### src/rtl/fetch_sequencer.sv
// Instruction-fetch sequencer: issues credit-limited sequential reads, buffers returned words
// with their PCs, presents one instruction per cycle to decode and flushes on redirect.
module fetch_sequencer #(
  parameter int unsigned                DATA_WIDTH      = 32,
  parameter int unsigned                ADDRESS_BITS    = 32,
  parameter logic [ADDRESS_BITS-1:0]    RESET_PC        = '0,
  parameter logic [DATA_WIDTH-1:0]      NOP             = 'h00000013,
  parameter int unsigned                MAX_OUTSTANDING = 2
) (
  input  logic                    clock,
  input  logic                    reset,
  input  logic                    start,
  input  logic [ADDRESS_BITS-1:0] program_address,
  input  logic                    redirect,
  input  logic [ADDRESS_BITS-1:0] redirect_pc,
  input  logic                    stall,
  output logic                    i_mem_read,
  output logic [ADDRESS_BITS-1:0] i_mem_read_address,
  input  logic                    i_mem_ready,
  input  logic                    i_mem_valid,
  input  logic [DATA_WIDTH-1:0]   i_mem_data,
  output logic [DATA_WIDTH-1:0]   instruction,
  output logic [ADDRESS_BITS-1:0] inst_PC,
  output logic                    inst_valid
);

  localparam int unsigned CntW = $clog2(MAX_OUTSTANDING + 1);
  localparam int unsigned PtrW = (MAX_OUTSTANDING > 1) ? $clog2(MAX_OUTSTANDING) : 1;
  localparam logic [CntW:0]         MaxCredit = (CntW + 1)'(MAX_OUTSTANDING);
  localparam logic [PtrW-1:0]       LastPtr   = PtrW'(MAX_OUTSTANDING - 1);
  localparam logic [ADDRESS_BITS-1:0] PcStep  = ADDRESS_BITS'(4);

  typedef enum logic [1:0] {StIdle, StRun, StDrain} state_e;

  state_e                  state_q, state_d;
  logic [ADDRESS_BITS-1:0] pc_q, pc_d;
  logic [ADDRESS_BITS-1:0] resp_pc_q, resp_pc_d;
  logic [CntW-1:0]         outst_q, outst_d;
  logic [CntW-1:0]         cnt_q, cnt_d;
  logic [PtrW-1:0]         rd_ptr_q, rd_ptr_d;
  logic [PtrW-1:0]         wr_ptr_q, wr_ptr_d;
  logic [DATA_WIDTH-1:0]   fifo_data_q [MAX_OUTSTANDING];
  logic [ADDRESS_BITS-1:0] fifo_pc_q   [MAX_OUTSTANDING];

  logic [CntW:0] credit;
  logic          resp, accept, push, pop, flush;

  function automatic logic [PtrW-1:0] ptr_inc(input logic [PtrW-1:0] p);
    return (p == LastPtr) ? '0 : p + PtrW'(1);
  endfunction

  always_comb begin
    credit             = {1'b0, outst_q} + {1'b0, cnt_q};
    // A response with nothing in flight is a protocol error and is discarded.
    resp               = i_mem_valid && (outst_q != '0);
    flush              = redirect && (state_q != StIdle);
    i_mem_read         = (state_q == StRun) && !redirect && (credit < MaxCredit);
    i_mem_read_address = pc_q;
    accept             = i_mem_read && i_mem_ready;
    push               = resp && (state_q == StRun) && !redirect;
    inst_valid         = (cnt_q != '0) && !redirect;
    pop                = inst_valid && !stall;
    instruction        = inst_valid ? fifo_data_q[rd_ptr_q] : NOP;
    inst_PC            = inst_valid ? fifo_pc_q[rd_ptr_q] : '0;
  end

  always_comb begin
    state_d   = state_q;
    pc_d      = pc_q;
    resp_pc_d = resp_pc_q;
    outst_d   = outst_q;
    cnt_d     = cnt_q;
    rd_ptr_d  = rd_ptr_q;
    wr_ptr_d  = wr_ptr_q;

    unique case ({accept, resp})
      2'b10:   outst_d = outst_q + CntW'(1);
      2'b01:   outst_d = outst_q - CntW'(1);
      default: outst_d = outst_q;
    endcase

    if (flush) begin
      cnt_d    = '0;
      rd_ptr_d = '0;
      wr_ptr_d = '0;
    end else begin
      if (push) wr_ptr_d = ptr_inc(wr_ptr_q);
      if (pop)  rd_ptr_d = ptr_inc(rd_ptr_q);
      unique case ({push, pop})
        2'b10:   cnt_d = cnt_q + CntW'(1);
        2'b01:   cnt_d = cnt_q - CntW'(1);
        default: cnt_d = cnt_q;
      endcase
    end

    unique case (state_q)
      StIdle: begin
        if (start) begin
          pc_d      = program_address;
          resp_pc_d = program_address;
          state_d   = StRun;
        end
      end
      StRun, StDrain: begin
        if (redirect) begin
          pc_d      = redirect_pc;
          resp_pc_d = redirect_pc;
          state_d   = (outst_d == '0) ? StRun : StDrain;
        end else if (state_q == StRun) begin
          if (accept) pc_d = pc_q + PcStep;
          if (push)   resp_pc_d = resp_pc_q + PcStep;
        end else if (outst_d == '0) begin
          state_d = StRun;
        end
      end
      default: state_d = StIdle;
    endcase
  end

  always_ff @(posedge clock) begin
    if (reset) begin
      state_q   <= StIdle;
      pc_q      <= RESET_PC;
      resp_pc_q <= RESET_PC;
      outst_q   <= '0;
      cnt_q     <= '0;
      rd_ptr_q  <= '0;
      wr_ptr_q  <= '0;
    end else begin
      state_q   <= state_d;
      pc_q      <= pc_d;
      resp_pc_q <= resp_pc_d;
      outst_q   <= outst_d;
      cnt_q     <= cnt_d;
      rd_ptr_q  <= rd_ptr_d;
      wr_ptr_q  <= wr_ptr_d;
    end
  end

  // Storage needs no reset: entries are only read while counted as valid.
  always_ff @(posedge clock) begin
    if (push) begin
      fifo_data_q[wr_ptr_q] <= i_mem_data;
      fifo_pc_q[wr_ptr_q]   <= resp_pc_q;
    end
  end

endmodule

### config.mk
export PLATFORM = sky130hd
export DESIGN_NAME = fetch_sequencer
export DESIGN_NICKNAME = d
export VERILOG_FILES = /design/src/rtl/fetch_sequencer.sv
export SDC_FILE = /design/constraint.sdc
export NUM_CORES = 1
export LEC_CHECK = 0
export BUFFER_PORTS_ARGS = -buffer_cell sky130_fd_sc_hd__buf_2
export CAP_MARGIN = 10
export CELL_PAD_IN_SITES_DETAIL_PLACEMENT = 0
export CELL_PAD_IN_SITES_GLOBAL_PLACEMENT = 2
export CORE_ASPECT_RATIO = 0.6
export CORE_MARGIN = 4
export CORE_UTILIZATION = 35
export CTS_CLUSTER_SIZE = 24
export DETAILED_ROUTE_END_ITERATION = 6
export MAX_ROUTING_LAYER = met4
export PLACE_DENSITY_LB_ADDON = 0.1
export SETUP_SLACK_MARGIN = 0.15
export SYNTH_ARGS = -nofsm -noshare
export SYNTH_HDL_FRONTEND = slang
export SYNTH_SLANG_ARGS = --single-unit
### constraint.sdc
create_clock -name clock -period 4.9 [get_ports clock]
set_input_delay 0.245 -clock clock [delete_from_list [all_inputs] [get_ports clock]]
set_output_delay 0.245 -clock clock [all_outputs]
set_load 0.05 [all_outputs]
# ---- Word-level counts from Yosys, hierarchy flattened
# Memories as Yosys holds them, arrays and structs flattened. A register that Yosys moved wholly into a read port is not among the register bits.
# Cells that the tools add are included.
dict set report op_classes {
  n_mux 27
  n_shift 0
  n_reduce_logical 23
  n_mul 0
  n_div 0
  magnitude_cmp 1
  bitwise 0
  eq_ne 12
  add_sub_neg 9
}
# op n
set op_table {}
lappend op_table {{32-bit 2-to-1 mux} 9}
lappend op_table {{32-bit one-hot mux with 2 select lines} 2}
lappend op_table {{32-bit by 3-bit adder with 32-bit output (second input constant)} 2}
lappend op_table {{3-bit != test (second input constant)} 5}
lappend op_table {{2-bit one-hot mux with 2 select lines} 3}
lappend op_table {{2-bit 2-to-1 mux} 5}
lappend op_table {{2-bit nonzero test} 5}
lappend op_table {{1-bit logical AND} 9}
lappend op_table {{1-bit 2-to-1 mux} 8}
lappend op_table {{4-bit AND reduction} 2}
lappend op_table {{2-bit by 1-bit equality test with 1-bit output (second input constant)} 3}
lappend op_table {{2-bit equality test (second input constant)} 3}
lappend op_table {{2-bit by 1-bit adder with 2-bit output (second input constant)} 2}
lappend op_table {{2-bit zero test} 2}
lappend op_table {{2-bit OR reduction} 2}
lappend op_table {{2-bit by 1-bit subtractor with 2-bit output (second input constant)} 2}
lappend op_table {{2-bit by 2-bit adder with 3-bit output} 1}
lappend op_table {{3-bit by 2-bit < comparator with 1-bit output (second input constant)} 1}
lappend op_table {{3-bit AND reduction} 1}
lappend op_table {{1-bit adder (second input constant)} 2}
lappend op_table {{1-bit zero test} 2}
lappend op_table {{2-bit != test (second input constant)} 1}
dict set report word_totals {
  romBits 0
  in_bits 103
  elab_cells 81
  latch_bits 0
  mem_bits_rw 128
  ff_bits 72
  mem_count 2
  out_inout_bits 98
}
# name depth word_bits read_ports rd_ports_with_merged_regs write_ports line_no
set memory_table {}
lappend memory_table {fifo_data_q 2 32 1 1 1 42} ;# logic [DATA_WIDTH-1:0] fifo_data_q [MAX_OUTSTANDING];
lappend memory_table {fifo_pc_q 2 32 1 1 1 43} ;# logic [ADDRESS_BITS-1:0] fifo_pc_q [MAX_OUTSTANDING];

# ---- Logic depth before layout (Yosys ltp)
# Gate-level depths: netlist of the first run.
dict set report logic_depth {
  depth_word 11
  ltp_mapped 11
}

# ---- Least setup slack after synthesis of the first run
# Ideal clock, no wire load.
dict set report synth_timing {
  path_type {register to register}
  startpoint {register state_q[1]}
  endpoint {memory fifo_data_q[0][0], enable pin}
  setup_time_ns 0.486
  path_stages_with_launch 7
  arrival_ns 3.664
  path_slack_ns 0.750
  cell_sequence {dfxtp_1 -> inv_1 -> ha_1 -> o211ai_1 -> nor2_1 -> inv_1 -> nor2_1}
}
dict set report synth_between {
  elab_chain_cells 5
}
# element line_no
set synth_rtl {}
lappend synth_rtl {{start: declaration} 35} ;# state_e state_q, state_d;
lappend synth_rtl {{start signal: assignment} 122} ;# state_q <= StIdle;
lappend synth_rtl {{start signal: assignment} 130} ;# state_q <= state_d;
lappend synth_rtl {{2-bit by 1-bit equality test with 1-bit output} 60} ;# push = resp && (state_q == StRun) && !redirect;
lappend synth_rtl {{1-bit logical AND (2 in series)} 60}
lappend synth_rtl {{1-bit 2-to-1 mux} 142} ;# if (push) begin
lappend synth_rtl {{1-bit 2-to-1 mux (not written as such)} 143} ;# fifo_data_q[wr_ptr_q] <= i_mem_data;
lappend synth_rtl {{end: declaration} 42}
# No other way between the ends.

# ---- Worst setup path after layout of the first run
dict set report layout_timing {
  startpoint {register state_q[0]}
  endpoint {register resp_pc_q[30]}
}
dict set report layout_between {
  elab_chain_cells 5
  word_cells_on_any_way 12
  cone_classes {5 x eq/ne; 1 x mux; 6 x reduce/logical}
}
# element line_no
set layout_rtl {}
lappend layout_rtl {{2-bit by 1-bit equality test with 1-bit output} {60, 96, 109}}
lappend layout_rtl {{1-bit logical AND (2 in series)} 60}
lappend layout_rtl {{3-bit != test (no source line)} -}
lappend layout_rtl {{4-bit AND reduction (no source line)} -}
lappend layout_rtl {{end signal: assignment} 132} ;# resp_pc_q <= resp_pc_d;
lappend layout_rtl {{end: declaration} 37} ;# logic [ADDRESS_BITS-1:0] resp_pc_q, resp_pc_d;
# Parallel ways exist; a longest one is shown, timed or not.
# A chain may end at the register's enable or synchronous reset.

==> flow_metrics.env, run 1 <==
export IMPL_grt_pass1_vias=7616
export IMPL_finalSetupViolCount=0
export IMPL_power_density_nw_per_um2=357
export IMPL_antenna_found_initial=0
export IMPL_slew_headroom_pct=27.1
export IMPL_start_util_pct=36.0
export IMPL_track_usage_pct=19.2
export IMPL_hp_class="input port to register"
export IMPL_crit_path_end_kind="register"
export IMPL_drc_errors=0
export IMPL_worstSetupStartpointType="register"
export IMPL_cts_buffers_inserted=21
export IMPL_core_area_um2=26800
export IMPL_clk_path_buf_depth=3
export IMPL_drv_cap=0
export IMPL_wl_met1_um=14400
export IMPL_critical_path_required_ns=5.34
export IMPL_io_pins=201
export IMPL_vias=7984
export IMPL_cts_tree="done"
export IMPL_final_common_cell="buf_2"
export IMPL_vdd_drop_max_mv=0.254
export IMPL_min_to="i_mem_read_address[9]$_SDFFE_PP0P_"
export IMPL_timing_final_ws_setup_ns=1.58
export IMPL_die_width_um=222
export IMPL_ant_nets=0
export IMPL_period_needed_ns=3.32
export IMPL_drive_above_1_share_pct=23.3
export IMPL_timing_rr_start="state_q[0]$_SDFFE_PP0P_"
export IMPL_h_tree_depth=1
export IMPL_synth_edff_count=128
export IMPL_p_leak_nw=4.42
export IMPL_clk_pin_slew_ns=0.07
export IMPL_cts_resized=0
export IMPL_die_area_um2=30400
export IMPL_gr_total_overflow=0
export IMPL_status="completed"
export IMPL_synthCells=931
export IMPL_holdPathStages=3
export IMPL_avgRoutedWirePerCell_um=19.3
export IMPL_ys_types=65
export IMPL_place_congestion=0.810
export IMPL_slew_violations=0
export IMPL_yosysWarnings=0
export IMPL_rows=46
export IMPL_dr_wl_met2_um=13000
export IMPL_placed_cells=1447
export IMPL_nFillCells=2585
export IMPL_max_freq_mhz=301
export IMPL_ys_ff_latch=201
export IMPL_multi_input_area_um2=3980
export IMPL_synth_async_reset_ratio_pct=0
export IMPL_totalWireLength_um=29300
export IMPL_grt_pass1_wl_um=45200
export IMPL_hpwl_um=20600
export IMPL_seqCellArea_um2=5310
export IMPL_worst_pin_slew_ns=1.09
export IMPL_critPathArrivalTime_ns=3.77
export IMPL_timing_rr_end="resp_pc_q[30]$_SDFFE_PP0P_"
export IMPL_yosys_most_used_dff="edfxtp_1"
export IMPL_min_from="redirect_pc[9]"
export IMPL_drtPass1Iterations=6
export IMPL_nets=1253
export IMPL_r2r_cells=8
export IMPL_clk_latency_ns=0.50
export IMPL_p_seq_share_pct=46.7
export IMPL_die_y_um=137
export IMPL_drt_iter0_drc=625
export IMPL_met3WireLength_um=1540
export IMPL_ys_seq_area_share_pct=55.0
export IMPL_mostFrequentLayoutCells="buf_2 (200), edfxtp_1 (128), nor2_1 (106)"
export IMPL_combPwrFrac_pct=14.8
export IMPL_root_buffer="clkbuf_16"
export IMPL_syn_avg_cell_area_um2=10.4
export IMPL_p_switching_mw=1.22
export IMPL_hold_buffers=32
export IMPL_area_delta_synth_final_pct=24.6
export IMPL_finClkSkew_ns=0.00890
export IMPL_hold_ws_ns=0.0627
export IMPL_antenna_cells=0
export IMPL_finalHoldViolations=0
export IMPL_portBuffers=200
export IMPL_p_clk_share_pct=38.5
export IMPL_crit_path_max_fanout=23
export IMPL_dp_slack_ns=1.60
export IMPL_avgViaCountPerCell=5.26
export IMPL_topRoutingLayerUsed="met4"
export IMPL_cts_sinks=201
export IMPL_finalCritPeriodShare_pct=67.8
export IMPL_fin_total_pwr_mw=4.29
export IMPL_crit_path_start="state_q[0]$_SDFFE_PP0P_"
export IMPL_crit_type="register to register"
export IMPL_post_cts_buffers=0
export IMPL_tns_ns=0
export IMPL_r2r_setup_slack_ns=1.58
export IMPL_swShare_pct=28.5
export IMPL_synth_fp_nets=1042
export IMPL_final_cells=1517
export IMPL_syn_area_um2=9640
export IMPL_grt_max_degree=65
export IMPL_rsz0062_at_grt="no"
export IMPL_internal_power_mw=3.07
-- Yosys cell counts (19+ instances only) --
master	number	area, um2
edfxtp_1	128	3840
nand3_1	28	140
mux2i_1	71	711
nor2_1	107	402
inv_1	32	120
clkbuf_1	34	128
nand4_1	23	144
nor3_1	19	95.1
a21oi_1	58	290
dfxtp_1	73	1460
nor2b_1	25	156
o21ai_0	58	290
nand2_1	70	263
-- layout make-up --
| class | count | share of cell area (%) |
|---|---|---|
| inverters | 32 | 1.00 |
| well taps | 360 | 3.75 |
| repair buffers | 249 | 12.1 |
| flip-flops and latches | 201 | 44.2 |
| multi-input cells | 637 | 33.1 |
| clock buffers | 28 | 4.68 |
| clock inverters | 10 | 1.20 |
-- flip-flops by register name, summed over array words and instances, names as in the netlist, named ones only --
name and cells:
cnt_q 2, fifo_data_q 64, fifo_pc_q 64, i_mem_read_address 32
outst_q 2, rd_ptr_q 1, resp_pc_q 32, state_q 2
wr_ptr_q 1
-- how the worst max path moves through the flow --
stage | end | depth (start not counted)
final | resp_pc_q[30]$_SDFFE_PP0P_ | 8
after detailed placement | resp_pc_q[30]$_SDFFE_PP0P_ | 8
after CTS | resp_pc_q[30]$_SDFFE_PP0P_ | 8
after floorplan | fifo_data_q[0][0]$_DFFE_PP_ | 6
after global placement | resp_pc_q[30]$_SDFFE_PP0P_ | 8
after global routing | resp_pc_q[30]$_SDFFE_PP0P_ | 8
-- power groups by stage --
stage               registers, mW  logic, mW  clock network [mW]
floorplan                    2.10      0.327                   0
global placement             2.04      0.617                   0
detailed placement           2.04      0.615                   0
CTS                          2.00      0.638                1.71
global route                 2.02      0.696                1.78
finish                       2.00      0.634                1.65
-- routing by layer --
layer	vias to the layer above	global-route usage, %
met5	-	-
met4	0	2.82
met3	30	3.34
met2	210	28.7
met1	3858	28.2
li1	3886	-
-- per-stage QoR --
stage	instance area (um2)	utilization, %
after floorplan	9640	-
after global placement	11000	41.1
after detailed placement	11000	41.1
after CTS	12000	44.9
after global routing	12000	44.9
final	12000	44.9
-- critical path, stage by stage, from the launching register on --
cell	delay [ns]
dfxtp_1	0.38
inv_1	0.06
ha_1	0.54
nor2b_2	0.27
buf_4	0.23
a21oi_2	0.84
nand4_1	0.30
or4_1	0.53
nand3_1	0.09
-- kinds of logic after synthesis --
| kind of cell | count (synthesis) | synth area share [%] |
|---|---|---|
| flip-flops | 201 | 55.0 |
| multiplexers | 72 | 7.49 |
| buffers and inverters | 93 | 3.97 |
| AO/OA/AOI/OAI | 218 | 14.5 |
| adder cells (fa/ha/maj) | 8 | 1.12 |
| AND/OR/NAND/NOR | 333 | 17.4 |
| XOR/XNOR | 6 | 0.545 |
Power figures use the tool's default switching activity.
==> inputs of run 2 (changes only) <==
==> constraint.sdc (replaced) <==
create_clock -name clock -period 3.4 [get_ports clock]
set_input_delay 0.17 -clock clock [delete_from_list [all_inputs] [get_ports clock]]
set_output_delay 0.17 -clock clock [all_outputs]
set_load 0.05 [all_outputs]
==> run 2 against run 1 <==
  * Routed wire length up 1.6%
  * Hold slack worse by 0.027 ns
  * Sequential share of layout area down 0.65 points
  * Global-route usage grew 0.19 points
  * Register-to-register slack worse by 1.2 ns
  * Non-clock buffer count grew 22
  * Worst setup slack got worse by 1.2 ns
  * Utilization up 0.67 points
  * Critical endpoint is now state_q[0]$_SDFFE_PP0P_
==> flow_metrics.env, run 2 (synthesis gave the netlist of run 1 again) <==
export IMPL_clk_pin_slew_ns=0.07
export IMPL_drv_cap=0
export IMPL_hpwl_um=21100
export IMPL_crit_path_end_kind="register"
export IMPL_io_pins=201
export IMPL_ant_nets=0
export IMPL_crit_path_max_fanout=8
export IMPL_clk_latency_ns=0.50
export IMPL_worst_pin_slew_ns=0.797
export IMPL_tns_ns=0
export IMPL_nets=1275
export IMPL_rows=46
export IMPL_worstSetupStartpointType="register"
export IMPL_crit_path_top_delay_cell="dfxtp_1"
export IMPL_place_congestion=0.834
export IMPL_avgViaCountPerCell=5.28
export IMPL_cts_sinks=201
export IMPL_finalCritPeriodShare_pct=88.7
export IMPL_drt_iter0_drc=685
export IMPL_rsz0062_at_grt="no"
export IMPL_portBuffers=200
export IMPL_critical_path_required_ns=3.84
export IMPL_cts_tree="done"
export IMPL_gr_total_overflow=0
export IMPL_fin_total_pwr_mw=6.13
export IMPL_grt_pass1_wl_um=45600
export IMPL_track_usage_pct=19.4
export IMPL_vdd_drop_max_mv=0.235
export IMPL_slew_headroom_pct=46.9
export IMPL_grt_max_degree=65
export IMPL_max_freq_mhz=332
export IMPL_vias=8110
export IMPL_top_regs="fifo_data_q: 64 flops, fifo_pc_q: 64 flops"
export IMPL_clk_path_buf_depth=3
export IMPL_grt_pass1_vias=7682
export IMPL_status="completed"
export IMPL_crit_type="register to register"
export IMPL_core_area_um2=26800
export IMPL_hp_class="input port to register"
export IMPL_root_buffer="clkbuf_16"
export IMPL_antenna_found_initial=0
export IMPL_finClkSkew_ns=0.00911
export IMPL_post_cts_buffers=0
export IMPL_die_y_um=137
export IMPL_finalHoldViolations=0
export IMPL_cts_buffers_inserted=21
export IMPL_antenna_cells=0
export IMPL_mostFrequentLayoutCells="buf_2 (200), edfxtp_1 (128), nor2_1 (106)"
export IMPL_totalWireLength_um=29700
export IMPL_period_needed_ns=3.01
export IMPL_cpMostUsedCell="a21oi_1"
export IMPL_p_leak_nw=4.52
export IMPL_avgRoutedWirePerCell_um=19.3
export IMPL_slew_violations=0
export IMPL_die_width_um=222
export IMPL_area_delta_synth_final_pct=26.5
export IMPL_die_area_um2=30400
export IMPL_final_common_cell="buf_2"
export IMPL_hold_ws_ns=0.0353
export IMPL_slowest_delay_ns=0.47
export IMPL_finalSetupViolCount=0
export IMPL_critPathArrivalTime_ns=3.45
export IMPL_crit_chain="and2_1 > fa_1 > nor4b_1 > buf_4 > nand2_1 > ha_1 > nor4bb_2 > nor3_1 > a21oi_1 > o221ai_1 > a21oi_1"
export IMPL_h_tree_depth=1
export IMPL_start_util_pct=36.0
export IMPL_drtPass1Iterations=6
export IMPL_drive_above_1_share_pct=24.9
export IMPL_drc_errors=0
export IMPL_final_util_pct=45.6
export IMPL_power_density_nw_per_um2=503
run 2: routing by layer:
metal	global-route usage, %	share of wire, %	vias to the layer above
li1	-	-	3932
met1	28.2	49	3923
met4	3.06	1.2	0
met3	4.59	6.3	31
met5	-	0	-
met2	28.3	43	224
run 2: worst paths after layout:
path                              startpoint                    endpoint  slack, ns  depth (start not counted)
setup / recovery       outst_q[0]$_SDFF_PP0_     state_q[0]$_SDFFE_PP0P_       0.39                         11
hold / removal                      redirect     state_q[1]$_SDFFE_PP0P_       0.04                          3
hold reg to reg   resp_pc_q[27]$_SDFFE_PP0P_  fifo_pc_q[0][27]$_DFFE_PP_       0.47                          0
setup reg to reg       outst_q[0]$_SDFF_PP0_     state_q[0]$_SDFFE_PP0P_       0.39                         11
run 2: area by class of cell:
cell class / instances / area (um2)
fillers: 2586 / 14600
flip-flops and latches: 201 / 5310
repair buffers: 271 / 1650
well taps: 360 / 450
clock buffers: 24 / 547
multi-input cells: 637 / 3990
clock inverters: 12 / 121
inverters: 32 / 120
run 2: timing repair:
action                                 in CTS  in global routing
endpoints found under the hold margin      65                  0
setup endpoints to repair                   0                  1
hold buffers                               33                  0
gates resized for setup                     0                  2
run 2: power by group:
group          total, mW  leakage (nW)  internal [mW]  switching, mW
registers           2.89          1.76           2.71          0.177
clock network       2.29         0.312           1.31          0.985
logic              0.948          2.44          0.324          0.624
run 2: worst max-delay path: cells and delay by family, from the launching register on:
family                     cells  cell delay [ns]
buffers and inverters          1             0.18
adders and majority gates      2             0.83
AOI/OAI and AO/OA              3             0.43
and+or+nand+nor                5             1.06
DFF                            1             0.47
run 2: per-stage QoR:
stage | setup slack, ns | instance area (um2) | std cells
after floorplan | 0.321 | 9650 | 931
after global placement | 0.448 | 11200 | 1468
after detailed placement | 0.375 | 11200 | 1468
after CTS | 0.366 | 12200 | 1537
after global routing | 0.183 | 12200 | 1537
final | 0.386 | 12200 | 1537
